==> config.mk <==
export PLATFORM = sky130hd
export DESIGN_NAME = xor_stream_checksum
export DESIGN_NICKNAME = d
export VERILOG_FILES = /design/src/rtl/xor_pkg.sv /design/src/rtl/xor_out_reg.sv /design/src/rtl/xor_stream_checksum.sv
export SDC_FILE = /design/constraint.sdc
export NUM_CORES = 1
export LEC_CHECK = 0
export ABC_AREA = 0
export BUFFER_PORTS_ARGS = -buffer_cell sky130_fd_sc_hd__buf_2
export CAP_MARGIN = 5
export CORE_MARGIN = 5
export CORE_UTILIZATION = 56
export CTS_BUF_LIST = sky130_fd_sc_hd__clkbuf_8
export CTS_CLUSTER_SIZE = 16
export DETAILED_ROUTE_END_ITERATION = 10
export PLACE_DENSITY = 0.88
export SYNTH_ARGS = -nofsm -noshare
export SYNTH_HDL_FRONTEND = slang
export SYNTH_SLANG_ARGS = --single-unit
==> constraint.sdc <==
create_clock -name clk -period 2.1 [get_ports clk]
set_clock_uncertainty 0.1 [all_clocks]
set_input_delay 0.63 -clock clk [delete_from_list [all_inputs] [get_ports clk]]
set_output_delay 0.63 -clock clk [all_outputs]
set_load 0.01 [all_outputs]
==> src/rtl/xor_pkg.sv <==
// Shared types and helpers for the XOR stream checksum block.
package xor_pkg;

    typedef enum logic {
        IDLE  = 1'b0,
        ACCUM = 1'b1
    } state_t;

    localparam int CNT_W_DEF = 8;
    localparam int CNT_MAX   = (1 << CNT_W_DEF) - 1;

    // Increment with one bit of headroom, then clamp to the cnt_w-bit maximum.
    function automatic logic [31:0] sat_inc(input logic [31:0] cnt, input int cnt_w);
        logic [32:0] sum;
        logic [32:0] lim;
        sum = {1'b0, cnt} + 33'd1;
        lim = (33'd1 << cnt_w) - 33'd1;
        return (sum > lim) ? lim[31:0] : sum[31:0];
    endfunction

endpackage

==> src/rtl/xor_out_reg.sv <==
// Valid/ready holding register for the checksum result; loads in the cycle the last beat is taken.
// Contents stay frozen while valid and not ready; upstream is stalled in that state.
module xor_out_reg #(
    parameter int WIDTH = 8,
    parameter int CNT_W = 8
) (
    input  logic             clk,
    input  logic             rst,
    input  logic             i_load,
    input  logic [WIDTH-1:0] i_data,
    input  logic             i_parity,
    input  logic [CNT_W-1:0] i_count,
    input  logic             i_ovf,
    input  logic             i_ready,
    output logic             o_valid,
    output logic [WIDTH-1:0] o_data,
    output logic             o_parity,
    output logic [CNT_W-1:0] o_count,
    output logic             o_ovf,
    output logic             o_in_ready
);

    logic             r_valid;
    logic [WIDTH-1:0] r_data;
    logic             r_parity;
    logic [CNT_W-1:0] r_count;
    logic             r_ovf;

    assign o_in_ready = ~r_valid | i_ready;

    // A load always wins over a drain, so a back-to-back result leaves no bubble.
    always_ff @(posedge clk or posedge rst) begin
        if (rst) begin
            r_valid  <= 1'b0;
            r_data   <= '0;
            r_parity <= 1'b0;
            r_count  <= '0;
            r_ovf    <= 1'b0;
        end else if (i_load) begin
            r_valid  <= 1'b1;
            r_data   <= i_data;
            r_parity <= i_parity;
            r_count  <= i_count;
            r_ovf    <= i_ovf;
        end else if (i_ready) begin
            r_valid  <= 1'b0;
        end
    end

    assign o_valid  = r_valid;
    assign o_data   = r_data;
    assign o_parity = r_parity;
    assign o_count  = r_count;
    assign o_ovf    = r_ovf;

endmodule

==> src/rtl/xor_stream_checksum.sv <==
// Folds a valid/ready word stream into one XOR checksum, parity and beat count per packet.
// Result appears one cycle after the last beat; in_ready drops while a result is held unread.
module xor_stream_checksum
    import xor_pkg::*;
#(
    parameter int               WIDTH = 8,
    parameter int               CNT_W = CNT_W_DEF,
    parameter logic [WIDTH-1:0] SEED  = '0
) (
    input  logic             clk,
    input  logic             rst,
    input  logic             clr,
    input  logic             in_valid,
    output logic             in_ready,
    input  logic [WIDTH-1:0] in_data,
    input  logic             in_last,
    output logic             out_valid,
    input  logic             out_ready,
    output logic [WIDTH-1:0] out_data,
    output logic             out_parity,
    output logic [CNT_W-1:0] out_count,
    output logic             out_ovf
);

    localparam logic [CNT_W-1:0] CNT_LIM = '1;

    state_t           r_state, w_state_nxt;
    logic [WIDTH-1:0] r_acc, w_acc_nxt;
    logic [CNT_W-1:0] r_cnt, w_cnt_nxt;
    logic             r_ovf, w_ovf_nxt;

    logic [WIDTH-1:0] w_acc_cur;
    logic [CNT_W-1:0] w_cnt_cur;
    logic             w_ovf_cur;
    logic [WIDTH-1:0] w_fold;
    logic [CNT_W-1:0] w_cnt_inc;
    logic             w_sat;
    logic             w_ovf_acc;
    logic             w_in_ready;
    logic             w_beat;
    logic             w_load;

    // IDLE always behaves as a fresh packet start, regardless of register contents.
    assign w_acc_cur = (r_state == IDLE) ? SEED : r_acc;
    assign w_cnt_cur = (r_state == IDLE) ? '0   : r_cnt;
    assign w_ovf_cur = (r_state == IDLE) ? 1'b0 : r_ovf;

    assign w_fold    = w_acc_cur ^ in_data;
    assign w_cnt_inc = CNT_W'(sat_inc(32'(w_cnt_cur), CNT_W));
    assign w_sat     = (w_cnt_cur == CNT_LIM);
    assign w_ovf_acc = w_ovf_cur | w_sat;

    // clr does not gate in_ready; the beat offered alongside it is simply discarded.
    assign w_beat   = in_valid & w_in_ready & ~clr;
    assign w_load   = w_beat & in_last;
    assign in_ready = w_in_ready;

    always_comb begin
        w_state_nxt = r_state;
        w_acc_nxt   = r_acc;
        w_cnt_nxt   = r_cnt;
        w_ovf_nxt   = r_ovf;
        if (clr) begin
            w_state_nxt = IDLE;
            w_acc_nxt   = SEED;
            w_cnt_nxt   = '0;
            w_ovf_nxt   = 1'b0;
        end else if (w_beat) begin
            case (r_state)
                IDLE, ACCUM: begin
                    if (in_last) begin
                        w_state_nxt = IDLE;
                        w_acc_nxt   = SEED;
                        w_cnt_nxt   = '0;
                        w_ovf_nxt   = 1'b0;
                    end else begin
                        w_state_nxt = ACCUM;
                        w_acc_nxt   = w_fold;
                        w_cnt_nxt   = w_cnt_inc;
                        w_ovf_nxt   = w_ovf_acc;
                    end
                end
                default: w_state_nxt = IDLE;
            endcase
        end
    end

    always_ff @(posedge clk or posedge rst) begin
        if (rst) begin
            r_state <= IDLE;
            r_acc   <= SEED;
            r_cnt   <= '0;
            r_ovf   <= 1'b0;
        end else begin
            r_state <= w_state_nxt;
            r_acc   <= w_acc_nxt;
            r_cnt   <= w_cnt_nxt;
            r_ovf   <= w_ovf_nxt;
        end
    end

    xor_out_reg #(
        .WIDTH (WIDTH),
        .CNT_W (CNT_W)
    ) u_out_reg (
        .clk        (clk),
        .rst        (rst),
        .i_load     (w_load),
        .i_data     (w_fold),
        .i_parity   (^w_fold),
        .i_count    (w_cnt_inc),
        .i_ovf      (w_ovf_acc),
        .i_ready    (out_ready),
        .o_valid    (out_valid),
        .o_data     (out_data),
        .o_parity   (out_parity),
        .o_count    (out_count),
        .o_ovf      (out_ovf),
        .o_in_ready (w_in_ready)
    );

endmodule

==> results.md <==
* Relative slew margins at 0.697
* Most frequent cells in the layout: nand2_1, dfrtp_1, buf_2, o21ai_0, xnor2_1
* Worst EP arrival at 1.93 ns
* Pre-CTS WS at 0.211 ns
* Detailed Place HPWL at 2810 um
* CP Max Fanout at 7
* Ports at 34
* Ys Warns at 0
* DRT iter0 DRCs at 91
* P_int at 1.27 mW
* Reg2reg start: r_cnt[1]
* Clk pin slew, worst setup/hold paths at 0.08 ns
* Setup TNS at 0 ns
* CP Data Required Time at 2.18 ns
* # setup viols final at 0
* Async S/R FF share, synth at 1.00
* Max Root-Sink Buffers at 2
* Hold crit path type: input port to asynchronous set/reset pin
* Post-CTS Setup Bufs at 0
* Full die area at 4720 um^2
* Cell count after synthesis at 196
* CTS tree: built
* Root buffer cell: clkbuf_8
* Critical R2R Capture: u_out_reg.o_count[4]
* Tot GR Track Use at 0.194
* CP endpoint kind: flop
* Synth Area in XOR/XNOR at 0.113
* Vias in the first global route at 1460
* Compound-Gate Fraction of Synth Area at 0.168
* Final worst path period share at 0.880
* Die Y at 68.7 um
* Register Area at 926 um^2
* CORE AREA at 3340 um^2
* Avg Cell Area, Syn at 9.84 um^2
* Max IR drop VDD at 0.476 mV
* Port Buffers at 33
* Logic gate share of total power at 0.158
* Net switching fraction of the power at 0.255
* FF-to-FF setup slack at 0.25 ns
* Largest net degree at the start of global routing at 38
* Critical Path Start Type: flop
* Crit Path Class: flop to flop
* Most common cell after layout, fill and taps aside: nand2_1
* Crit path time final at 1.85 ns
* Worst hold margin at 0.318 ns
* Post-Syn Nets at 212
* Max Freq at 541 MHz
* Drc violations at 0
* EDFF count, synth at 0
* Synth cell types at 36
* Area of the multi-input gates at 933 um^2
* Fill cell count at 276
* Setup crit start: r_cnt[1]
* Row cnt at 21
* Static Leakage at 1.09 nW
* Total power at 1.70 mW
* Antenna cells at 0
* Layout cells sized above 1 at 0.256
* Final WS setup at 0.253 ns
* Clock Latency Late Sink at 0.30 ns
* Post-Synth Simple-Gate Area at 0.173
* Least-Margin Pin Slew at 0.455 ns
* Worst Reg2Reg Path Length in Cells at 6
* Hold_buf cts at 0
* Clock power frac at 0.373
* Mux contribution to synthesized area at 0.0169
* Core Util, Final at 0.677
* Worst setup path end: u_out_reg.o_count[4]
* Drt wl/cell at 14.3 um
* Final Hold Fails at 0
* Final WL at 4010 um
* First-pass GRT wire length at 6640 um
* Post-synth top flop: dfrtp_1
* Adder-Cell Fraction of Synth Area at 0.0130
* # nets final at 249
* Antenna violations before repair at 0
* RSZ-0062 raised after global routing: no
* Max Cap Viol at 0
* Outcome: completed
* Largest family of logic cells by synthesized area: simple AND/OR/NAND/NOR gates
* NetSw at 0.434 mW
* Initial Util at 0.578
* Pins Over Slew Limit at 0
* Detailed Routing Iterations Pass 1 at 4
* Antenna-violating nets left at 0
* Seq/Total Area, Yosys at 0.480
* Synth-to-Final Area Change at 17.1%
* Clock H-tree levels at 2
* Chip Width at 68.7 um
* Gpl congestion at 0.770
* Seq pwr share at 0.469
* Via count at 1539
* Synthesis-stage register bit count at 37
* CTS sink cnt at 37
* PwrDens at 752 nW/um^2
* Post-CTS sizing at 0
* Post-synthesis cell area at 1930 um^2
* Aggregate global routing overflow at 0
* Vias per std cell at 5.50
* CTS buffer count at 5
[power groups by stage]
stage | clock network, mW | logic, mW | registers (mW)
floorplan | 0 | 0.146 | 0.832
CTS | 0.648 | 0.273 | 0.797
detailed placement | 0 | 0.273 | 0.811
global placement | 0 | 0.266 | 0.807
global route | 0.675 | 0.303 | 0.804
finish | 0.634 | 0.268 | 0.797
[layout make-up]
type,instances,share of cell area
Clock buffer,6,0.0366
Clock inverter,2,0.0150
Inverter,2,0.00332
Multi-Input combinational cell,147,0.413
Sequential cell,37,0.410
Tap cell,46,0.0255
Timing Repair Buffer,40,0.0964
[critical path: stages (launching register included)]
cell	delay (ns)
dfrtp_1	0.40
and2_1	0.18
ha_1	0.27
nand2_1	0.14
or2_1	0.28
nand2_2	0.09
mux2_2	0.27
[how the worst min path moves through the flow]
stage / from / endpoint / slack [ns] / cells past startpoint
finish: rst / u_out_reg.o_data[2] / 0.32 / 3
global route: rst / u_out_reg.o_data[0] / 0.36 / 3
CTS: rst / u_out_reg.o_data[2] / 0.33 / 3
detailed placement: u_out_reg.o_count[2] / u_out_reg.o_count[2] / 0.36 / 2
global placement: u_out_reg.o_count[2] / u_out_reg.o_count[2] / 0.35 / 2
floorplan: r_ovf / r_ovf / 0.37 / 1
[synth_stat cells (all sizes together) (3+ instances only)]
library cell  number  share of area
clkbuf             6          0.012
xnor2             14          0.067
dfrtp             37           0.48
a21oi              5          0.013
nand2             44          0.090
nor2               8          0.016
nand4              3          0.013
xor2              10          0.045
a32o               8          0.042
a22o               5          0.023
a31oi              4          0.013
o21ai             23          0.060
nand3              3         0.0078
buf                4          0.020
[stage by stage]
stage | instance area (um^2) | instances
6_report | 2260 | 280
5_1_grt | 2260 | 280
4_1_cts | 2260 | 280
3_5_place_dp | 2140 | 272
3_3_place_gp | 2140 | 272
2_1_floorplan | 1930 | 196
[cells by family (layout without fill, tap and decap cells)]
logic type | after synthesis | in the layout
AND/OR/NAND/NOR | 69 | 69
AO/OA/AOI/OAI | 49 | 49
flip-flops | 37 | 37
XOR/XNOR | 24 | 24
buffers and inverters | 12 | 50
multiplexers | 3 | 3
adder cells (fa/ha/maj) | 2 | 2
[metal layers]
| layer | track usage | share of wire |
|---|---|---|
| met3 | 0.0519 | 0.060 |
| met5 | 0 | 0 |
| met1 | 0.252 | 0.44 |
| met4 | 0.0844 | 0.019 |
| met2 | 0.303 | 0.48 |
[sequential cells by signal, summed over array words and instances, names as in the netlist]
name,count
r_acc,8
r_cnt,8
r_ovf,1
r_state,1
u_out_reg.o_count,8
u_out_reg.o_data,8
u_out_reg.o_ovf,1
u_out_reg.o_parity,1
u_out_reg.o_valid,1
Power figures use the tool's default switching activity.
